**src/rtl/sdp_y_op_cvt_lane_if.sv**
```systemverilog
// rtl/sdp_y_op_cvt_lane_if.sv - operand stream bundle for the Y-path operand converter lane
//
// Groups the input and output beat handshakes of the converter.
//   cvt_in_pvld / cvt_in_prdy / cvt_in_data    : signed operand stream from the EW read path
//   cvt_out_pvld / cvt_out_prdy / cvt_out_data : converted operand stream to the Y core
//   cvt_out_sat                                : beat was clamped during conversion
// Modports: slave = converter view, master = upstream/downstream environment view.

interface sdp_y_op_cvt_lane_if #(
    parameter int IN_DW  = 16,
    parameter int OUT_DW = 32
);
    logic              cvt_in_pvld;
    logic              cvt_in_prdy;
    logic [IN_DW-1:0]  cvt_in_data;
    logic              cvt_out_pvld;
    logic              cvt_out_prdy;
    logic [OUT_DW-1:0] cvt_out_data;
    logic              cvt_out_sat;

    modport slave (
        input  cvt_in_pvld,
        output cvt_in_prdy,
        input  cvt_in_data,
        output cvt_out_pvld,
        input  cvt_out_prdy,
        output cvt_out_data,
        output cvt_out_sat
    );

    modport master (
        output cvt_in_pvld,
        input  cvt_in_prdy,
        output cvt_in_data,
        input  cvt_out_pvld,
        output cvt_out_prdy,
        input  cvt_out_data,
        input  cvt_out_sat
    );
endinterface

```
**src/rtl/sdp_y_op_cvt_lane.sv**
```systemverilog
// rtl/sdp_y_op_cvt_lane.sv - two-stage (in - offset) * scale, round-shift, saturate operand converter
//
// Ports:
//   nvdla_core_clk, nvdla_core_rstn : clock, asynchronous active-low reset
//   cfg_cvt_bypass   : output is the sign-extended input
//   cfg_cvt_offset   : signed offset subtracted from the input
//   cfg_cvt_scale    : signed multiplier
//   cfg_cvt_truncate : rounding right-shift amount
//   cfg_sat_clr      : pulse, clears sat_cnt (wins over a same-cycle increment)
//   cvt              : operand in/out streams (slave modport)
//   sat_cnt          : saturated output beats, sticks at all-ones
//
// S1 holds the full-precision product, S2 holds the rounded and clamped result
// that drives the output directly.

module sdp_y_op_cvt_lane #(
    parameter int IN_DW  = 16,
    parameter int OUT_DW = 32,
    parameter int CNT_DW = 32
) (
    input  logic                  nvdla_core_clk,
    input  logic                  nvdla_core_rstn,
    input  logic                  cfg_cvt_bypass,
    input  logic [31:0]           cfg_cvt_offset,
    input  logic [15:0]           cfg_cvt_scale,
    input  logic [5:0]            cfg_cvt_truncate,
    input  logic                  cfg_sat_clr,
    sdp_y_op_cvt_lane_if.slave    cvt,
    output logic [CNT_DW-1:0]     sat_cnt
);
    localparam int DIFF_W = 33;
    localparam int PROD_W = DIFF_W + 16;
    // Wide enough that the rounding constant for any shift up to 63 never overflows,
    // so shifts past the product width round to exactly 0.
    localparam int RW     = 65;

    localparam logic signed [RW-1:0] SAT_MAX = {{(RW-OUT_DW+1){1'b0}}, {(OUT_DW-1){1'b1}}};
    localparam logic signed [RW-1:0] SAT_MIN = {{(RW-OUT_DW+1){1'b1}}, {(OUT_DW-1){1'b0}}};

    logic                     s1_vld_q, s1_vld_d;
    logic signed [PROD_W-1:0] s1_prod_q, s1_prod_d;
    logic                     s2_vld_q, s2_vld_d;
    logic [OUT_DW-1:0]        s2_data_q, s2_data_d;
    logic                     s2_sat_q, s2_sat_d;
    logic [CNT_DW-1:0]        sat_cnt_q, sat_cnt_d;

    logic                     s1_rdy, s2_rdy, in_acc, s1_adv, out_hs;
    logic signed [DIFF_W-1:0] diff;
    logic signed [PROD_W-1:0] diff_x, scale_x, prod_new;
    logic signed [RW-1:0]     prod_x, rnd, sum, r;
    logic [5:0]               t_m1;
    logic [OUT_DW-1:0]        clamp_data;
    logic                     clamp_sat;

    // Handshake: each stage accepts when empty or when its successor drains it.
    always_comb begin
        s2_rdy = !s2_vld_q | cvt.cvt_out_prdy;
        s1_rdy = !s1_vld_q | s2_rdy;
        in_acc = cvt.cvt_in_pvld & s1_rdy;
        s1_adv = s1_vld_q & s2_rdy;
        out_hs = s2_vld_q & cvt.cvt_out_prdy;
    end

    // S1 arithmetic: 33-bit difference times 16-bit scale is exact in 49 bits.
    always_comb begin
        diff     = {{(DIFF_W-IN_DW){cvt.cvt_in_data[IN_DW-1]}}, cvt.cvt_in_data}
                 - {cfg_cvt_offset[31], cfg_cvt_offset};
        diff_x   = {{(PROD_W-DIFF_W){diff[DIFF_W-1]}}, diff};
        scale_x  = {{(PROD_W-16){cfg_cvt_scale[15]}}, cfg_cvt_scale};
        prod_new = diff_x * scale_x;
        if (cfg_cvt_bypass) begin
            prod_new = {{(PROD_W-IN_DW){cvt.cvt_in_data[IN_DW-1]}}, cvt.cvt_in_data};
        end
    end

    // S2 arithmetic: add half an LSB then arithmetic shift (round half toward +inf).
    always_comb begin
        prod_x = {{(RW-PROD_W){s1_prod_q[PROD_W-1]}}, s1_prod_q};
        t_m1   = cfg_cvt_truncate - 6'd1;
        rnd    = {{(RW-1){1'b0}}, 1'b1} << t_m1;
        sum    = prod_x + rnd;
        r      = prod_x;
        if (!cfg_cvt_bypass && (cfg_cvt_truncate != 6'd0)) begin
            r = sum >>> cfg_cvt_truncate;
        end
        clamp_data = r[OUT_DW-1:0];
        clamp_sat  = 1'b0;
        if (r > SAT_MAX) begin
            clamp_data = SAT_MAX[OUT_DW-1:0];
            clamp_sat  = 1'b1;
        end else if (r < SAT_MIN) begin
            clamp_data = SAT_MIN[OUT_DW-1:0];
            clamp_sat  = 1'b1;
        end
    end

    always_comb begin
        s1_vld_d  = s1_rdy ? cvt.cvt_in_pvld : s1_vld_q;
        s1_prod_d = in_acc ? prod_new : s1_prod_q;
        s2_vld_d  = s2_rdy ? s1_vld_q : s2_vld_q;
        s2_data_d = s1_adv ? clamp_data : s2_data_q;
        s2_sat_d  = s1_adv ? clamp_sat : s2_sat_q;

        sat_cnt_d = sat_cnt_q;
        if (cfg_sat_clr) begin
            sat_cnt_d = '0;
        end else if (out_hs && s2_sat_q && !(&sat_cnt_q)) begin
            sat_cnt_d = sat_cnt_q + 1'b1;
        end
    end

    always_ff @(posedge nvdla_core_clk or negedge nvdla_core_rstn) begin
        if (!nvdla_core_rstn) begin
            s1_vld_q  <= 1'b0;
            s1_prod_q <= '0;
            s2_vld_q  <= 1'b0;
            s2_data_q <= '0;
            s2_sat_q  <= 1'b0;
            sat_cnt_q <= '0;
        end else begin
            s1_vld_q  <= s1_vld_d;
            s1_prod_q <= s1_prod_d;
            s2_vld_q  <= s2_vld_d;
            s2_data_q <= s2_data_d;
            s2_sat_q  <= s2_sat_d;
            sat_cnt_q <= sat_cnt_d;
        end
    end

    assign cvt.cvt_in_prdy  = s1_rdy;
    assign cvt.cvt_out_pvld = s2_vld_q;
    assign cvt.cvt_out_data = s2_data_q;
    assign cvt.cvt_out_sat  = s2_sat_q;
    assign sat_cnt          = sat_cnt_q;

endmodule

```
**src/flat_wrapper.sv**
```systemverilog
// flat-port wrapper written by rule: the top's interface ports become plain ports
module sdp_y_op_cvt_lane_flat 
#(
    parameter int IN_DW  = 16,
    parameter int OUT_DW = 32,
    parameter int CNT_DW = 32
)
  (nvdla_core_clk, nvdla_core_rstn, cfg_cvt_bypass, cfg_cvt_offset, cfg_cvt_scale, cfg_cvt_truncate, cfg_sat_clr, sat_cnt, cvt_cvt_in_pvld, cvt_cvt_in_prdy, cvt_cvt_in_data, cvt_cvt_out_pvld, cvt_cvt_out_prdy, cvt_cvt_out_data, cvt_cvt_out_sat);
  sdp_y_op_cvt_lane_if #(.IN_DW(IN_DW), .OUT_DW(OUT_DW)) cvt_i ();
  input  logic nvdla_core_clk;
  input  logic nvdla_core_rstn;
  input  logic cfg_cvt_bypass;
  input  logic [31:0] cfg_cvt_offset;
  input  logic [15:0] cfg_cvt_scale;
  input  logic [5:0] cfg_cvt_truncate;
  input  logic cfg_sat_clr;
  output logic [CNT_DW-1:0] sat_cnt;
  input wire logic [$bits(cvt_i.cvt_in_pvld)-1:0] cvt_cvt_in_pvld;
  output wire logic [$bits(cvt_i.cvt_in_prdy)-1:0] cvt_cvt_in_prdy;
  input wire logic [$bits(cvt_i.cvt_in_data)-1:0] cvt_cvt_in_data;
  output wire logic [$bits(cvt_i.cvt_out_pvld)-1:0] cvt_cvt_out_pvld;
  input wire logic [$bits(cvt_i.cvt_out_prdy)-1:0] cvt_cvt_out_prdy;
  output wire logic [$bits(cvt_i.cvt_out_data)-1:0] cvt_cvt_out_data;
  output wire logic [$bits(cvt_i.cvt_out_sat)-1:0] cvt_cvt_out_sat;
  assign cvt_i.cvt_in_pvld = cvt_cvt_in_pvld;
  assign cvt_cvt_in_prdy = cvt_i.cvt_in_prdy;
  assign cvt_i.cvt_in_data = cvt_cvt_in_data;
  assign cvt_cvt_out_pvld = cvt_i.cvt_out_pvld;
  assign cvt_i.cvt_out_prdy = cvt_cvt_out_prdy;
  assign cvt_cvt_out_data = cvt_i.cvt_out_data;
  assign cvt_cvt_out_sat = cvt_i.cvt_out_sat;
  sdp_y_op_cvt_lane #(.IN_DW(IN_DW), .OUT_DW(OUT_DW), .CNT_DW(CNT_DW)) u_core (.nvdla_core_clk(nvdla_core_clk), .nvdla_core_rstn(nvdla_core_rstn), .cfg_cvt_bypass(cfg_cvt_bypass), .cfg_cvt_offset(cfg_cvt_offset), .cfg_cvt_scale(cfg_cvt_scale), .cfg_cvt_truncate(cfg_cvt_truncate), .cfg_sat_clr(cfg_sat_clr), .cvt(cvt_i), .sat_cnt(sat_cnt));
endmodule
```
**config.mk**
```make
export PLATFORM = sky130hd
export DESIGN_NAME = sdp_y_op_cvt_lane_flat
export DESIGN_NICKNAME = d
export VERILOG_FILES = /design/src/rtl/sdp_y_op_cvt_lane_if.sv /design/src/rtl/sdp_y_op_cvt_lane.sv /design/src/flat_wrapper.sv
export SDC_FILE = /design/constraint.sdc
export NUM_CORES = 2
export LEC_CHECK = 0
export CAP_MARGIN = 20
export CORE_ASPECT_RATIO = 1.1
export CORE_UTILIZATION = 60
export CTS_BUF_LIST = sky130_fd_sc_hd__clkbuf_16
export DETAILED_ROUTE_END_ITERATION = 10
export PLACE_DENSITY = 0.79
export SYNTH_ARGS = -nofsm -noshare
export SYNTH_HDL_FRONTEND = slang
export SYNTH_SLANG_ARGS = --single-unit
```
**constraint.sdc**
```tcl
create_clock -name nvdla_core_clk -period 14.15 [get_ports nvdla_core_clk]
set_clock_uncertainty 0.15 [all_clocks]
set_input_delay 2.1225 -clock nvdla_core_clk [delete_from_list [all_inputs] [get_ports nvdla_core_clk]]
set_output_delay 2.1225 -clock nvdla_core_clk [all_outputs]
set_load 0.02 [all_outputs]
```
# After elaboration in Yosys (flattened, before gate mapping)
# Index checks and enable logic that the tools add are counted.
# word_totals
ff_bits	116
inputBits	76
out_inout_bits	67
elab_cells	38
# op_classes
n_addsub	4
multipliers	1
order_cmp	2
shift	2
n_mux	8
n_bitwise	5
reduce_logical	10
# op_table
operator	n
$mux 32	4
$add 49x65->65	1
$gt 65x32->1 const B	1
$lt 65x32->1 const B	1
$mux 65	1
$shl 1x6->65 const A	1
$sshr 65x6->65	1
$mul 33x16->49	1
$mux 49	1
$sub 16x32->33	1
$add 32x1->32 const B	1
$reduce_and 32->1	1
$reduce_bool 6->1	1
$sub 6x1->6 const B	1
$logic_not 1->1	4
$and 1x1->1	3
$logic_and 1x1->1	3
$mux 1	2
$or 1x1->1	2
$reduce_bool 2->1	1

# Longest topological paths before layout
# depth
word_depth	8
ltp_mapped	45
depth_no_buf	44

# Least setup slack after synthesis
# OpenSTA, ideal clock, no wires.
# synth_timing
path_type	input to register
start	input port cfg_cvt_offset[1]
end	register u_core.s1_prod_q[48]
setup_ns	0.134
t_arrival_ns	11.193
slack_ns	2.673
stages	39
path_buffers	1
path_cell_list	inv_1 -> ha_1 -> nor2b_1 -> o21ai_0 -> a21boi_0 -> o211ai_1 -> a21boi_0 -> o21ai_0 -> a21o_1 -> a21oi_1 -> o31ai_1 -> o21ai_0 -> o41ai_1 -> o21ai_0 -> o41a_1 -> o41ai_1 -> xnor2_1 -> clkbuf_1 -> (+3 left out) -> fa_1 -> inv_1 -> fa_1 -> fa_1 -> inv_1 -> fa_1 -> inv_1 -> ha_1 -> and2_1 -> a22o_1 -> nor2_1 -> a21oi_1 -> o41ai_1 -> a21oi_1 -> a221oi_1 -> xnor2_1 -> o211ai_1 -> o21ai_0
# synth_via
elab_chain_cells	3
# synth_rtl
item	line	rtl
start, declared	flat_wrapper.sv:13	input logic [31:0] cfg_cvt_offset;
$sub 16x32->33	sdp_y_op_cvt_lane.sv:67	- {cfg_cvt_offset[31], cfg_cvt_offset};
$mul 33x16->49	sdp_y_op_cvt_lane.sv:70	prod_new = diff_x * scale_x;
$mux 49	sdp_y_op_cvt_lane.sv:71	if (cfg_cvt_bypass) begin
end signal, assigned	sdp_y_op_cvt_lane.sv:122	s1_prod_q <= s1_prod_d;
end, declared	sdp_y_op_cvt_lane.sv:41	logic signed [PROD_W-1:0] s1_prod_q, s1_prod_d;
# Every way passes these cells.
# A chain may end at the register's enable or synchronous reset.

# Final worst setup path
# layout_timing
start	input port cvt_cvt_in_data[0]
end	register u_core.s1_prod_q[48]
# layout_via
elab_chain_cells	3
# layout_rtl
item	line	rtl
start, declared	flat_wrapper.sv:20	input wire logic [$bits(cvt_i.cvt_in_data)-1:0] cvt_cvt_in_data;
$sub 16x32->33	sdp_y_op_cvt_lane.sv:67	
$mul 33x16->49	sdp_y_op_cvt_lane.sv:70	
$mux 49	sdp_y_op_cvt_lane.sv:71	
# Every way passes these cells.

==> results.tsv <==
stage	metric	value	unit
status	outcome	completed	
route	Post-DRT Antenna Nets	0	
clocking	Resize count post-CTS	0	
route	final WL	132	mm
route	wl on met1	47.4	mm
sta	Final setup viols	0	
hold_path	hold wc startpoint	u_core.cvt.cvt_out_data[31]$_DFFE_PN0P_	
floorplanning	DIE HEIGHT	260	um
floorplanning	core area	59900	sq um
critical_path	internal reg-to-reg setup slack	5.99	ns
sta	maximum clock frequency	77.0	MHz
logic_synthesis	Yosys warnings	0	
grt	initial antenna violation count	1	
logic_synthesis	commonest register cell after synthesis	dfrtp_1	
critical_path	CP max stage delay	0.90	ns
critical_path	Worst setup EP type	flop	
logic_synthesis	Yosys top cell by area	fa_1	
logic_synthesis	Synth top area share	0.276	
grt	vias in the first global route	34400	
sta	Final TNS setup	0	ns
logic_synthesis	FF+latch count, synth	116	
route	via count	35000	
logic_synthesis	fraction of registers with async set/reset	1.00	
critical_path	WP data required	14.31	ns
floorplanning	die width	237	um
clocking	clock buffer depth	2	
clocking	Root Driver	clkbuf_16	
grt	GRT Residual Overflow	0	
logic_synthesis	sequential area share after synthesis	0.0798	
critical_path	worst reg-to-reg path cell count	16	
route	first drt pass iteration count	9	
route	WL met2	59.5	mm
logic_synthesis	post-synthesis average cell area	7.93	sq um
floorplanning	initial core utilization	0.607	
finish	Layout area overhead	7.40	%
sta	max-slew violations	0	
critical_path	slowest CP cell	fa_1	
floorplanning	std cell rows	94	
sta	Hold Violations, Final	0	
placed_design	port buffer count	142	
sta	Period minus WS final	12.99	ns
route	Via density	6.54	
clocking	CTS Hold Bufs	0	
logic_synthesis	Syn Nets	5376	
placed_design	Post-DP HPWL	104	mm
grt	largest net degree at the start of global routing	65	
placed_design	routability cong.	1.09	
sta	unrepaired setup endpoints after global routing	false	
critical_path	RR Endpoint	u_core.cvt.cvt_out_data[8]$_DFFE_PN0P_	
route	met3 wire length	13.2	mm
clocking	H-tree levels	4	
critical_path	most frequent CP cell	fa_1	
logic_synthesis	most frequent cell after synthesis	inv_1	
logic_synthesis	Post-synth top cells	inv_1, nand2_1, fa_1, nor2_1, a21oi_1	
clocking	Clock Latency Late Sink	0.45	ns
clocking	clock slew at reported path FFs	0.06	ns
route	DRT iter0 DRCs	3830	
hold_path	worst hold-check path type	flop to flop	
hold_path	Hold Path Sink	u_core.cvt.cvt_out_data[31]$_DFFE_PN0P_	
critical_path	RR Startpoint	u_core.s1_prod_q[36]$_DFFE_PN0P_	
critical_path	crit path launch type	primary input	
finish	# nets final	5365	
hold_path	WHS Path Cells	1	
critical_path	CP arrival	13.15	ns
clocking	number of setup buffers added after CTS	0	
critical_path	critical path class	primary input to flop	
grt	first-pass GRT wire length	202	mm
clocking	CTS tree	built	
logic_synthesis	Mapped Area	36400	sq um
grt	GRT Util Overall	0.432	
clocking	CTS sink cnt	116	
logic_synthesis	number of flops mapped to enable cells by yosys	0	
sta	Slew @ Worst Pin	1.26	ns
logic_synthesis	Yosys cell types	100	
route	max layer used	met4	
clocking	cts bufs inserted	17	
logic_synthesis	top post-synthesis cells by area	fa_1, dfrtp_1, ha_1, inv_1, nand2_1	
logic_synthesis	Mapped Cells	4585	
floorplanning	I/O pins	143	
sta	relative slew slack	0.140	
finish	share of cells above drive strength 1	0.0576	
route	# DRC	0	
critical_path	Max FO, Critical Path	14	
sta	period utilization	0.918	
floorplanning	DIE AREA	61600	sq um
route	routed len/inst	24.7	um
flow_run	MaxCap Viol Count	0	
metal layers:
metal	vias up	global-route usage
met5	-	0
met4	0	0.333
met3	609	0.0969
met2	2012	0.684
met1	17000	0.514
li1	15400	-
sequential cells by signal (all words and copies together), names as in the netlist:
register	flops
u_core.s1_prod_q	49
u_core.sat_cnt	32
u_core.cvt.cvt_out_data	32
u_core.s1_vld_q	1
u_core.cvt.cvt_out_sat	1
u_core.cvt.cvt_out_pvld	1
cells by family (layout without fill, tap and decap cells):
group                    count (synthesis)  count (layout)  share of synthesized area
AO/OA/AOI/OAI                          987             987                      0.189
flip-flops                             116             116                     0.0798
other                                    0               1                          0
AND/OR/NAND/NOR                       1623            1623                      0.211
buffers and inverters                  882             884                     0.0923
multiplexers                           122             122                     0.0447
XOR/XNOR                               140             140                     0.0337
adder cells (fa/ha/maj)                715             715                      0.350
area by class of cell:
cell class	count	area, sq um
clock buffers	17	425
inverters	619	2320
repair buffers	233	2100
well taps	768	961
clock inverters	15	204
fillers	5205	20800
flip-flops and latches	116	2900
diodes	1	2.50
multi-input cells	3587	30100
worst max path at each step:
| stage | start | to | slack [ns] | depth (start not counted) |
|---|---|---|---|---|
| 2_1_floorplan | cfg_cvt_offset[1] | u_core.s1_prod_q[48]$_DFFE_PN0P_ | 2.67 | 39 |
| 3_3_place_gp | cfg_cvt_offset[1] | u_core.s1_prod_q[47]$_DFFE_PN0P_ | 1.03 | 45 |
| 3_5_place_dp | cvt_cvt_in_data[0] | u_core.s1_prod_q[48]$_DFFE_PN0P_ | 0.80 | 40 |
| 4_1_cts | cfg_cvt_offset[2] | u_core.s1_prod_q[48]$_DFFE_PN0P_ | 1.25 | 39 |
| 5_1_grt | cvt_cvt_in_data[0] | u_core.s1_prod_q[48]$_DFFE_PN0P_ | 0.41 | 40 |
| 6_report | cvt_cvt_in_data[0] | u_core.s1_prod_q[48]$_DFFE_PN0P_ | 1.16 | 40 |
layout by cell type (no fill, tap or decap), types with 26 or more instances in the layout:
cell / count
inv_1: 614
nand2_1: 601
fa_1: 502
nor2_1: 349
a21oi_1: 234
ha_1: 213
and2_1: 211
o21ai_0: 175
clkdlybuf4s50_1: 135
nor3_1: 117
dfrtp_1: 116
buf_4: 89
xnor2_1: 85
nand3_1: 75
a21o_1: 73
mux2i_1: 70
xor2_1: 53
o211ai_1: 48
nand4_1: 46
a211oi_1: 45
o21a_1: 44
a31oi_1: 42
nor2b_1: 39
and3_1: 38
nand2b_1: 36
mux4_2: 30
or3_1: 27
o21bai_1: 26
metrics by stage:
| stage | hold slack, ns | cell area, sq um | utilization | cells | setup slack, ns |
|---|---|---|---|---|---|
| after floorplan | 0.321 | 36400 | - | 4585 | 2.67 |
| after global placement | 0.315 | 38400 | 0.641 | 5319 | 1.03 |
| after detailed placement | 0.326 | 38400 | 0.641 | 5320 | 0.802 |
| after CTS | 0.347 | 39000 | 0.651 | 5352 | 1.25 |
| after global routing | 0.351 | 39100 | 0.652 | 5355 | 0.409 |
| final | 0.340 | 39100 | 0.652 | 5356 | 1.16 |
worst max-delay path, delay by kind of cell:
kind	cells	cell delay [ns]
compound gates	19	4.60
xor+xnor	1	0.12
fa+ha+maj	9	4.54
buf+inv	6	1.03
simple gates	5	0.72
Power is not shown: default switching activity piles up to over one toggle a cycle in this logic, so the estimate is an artifact.
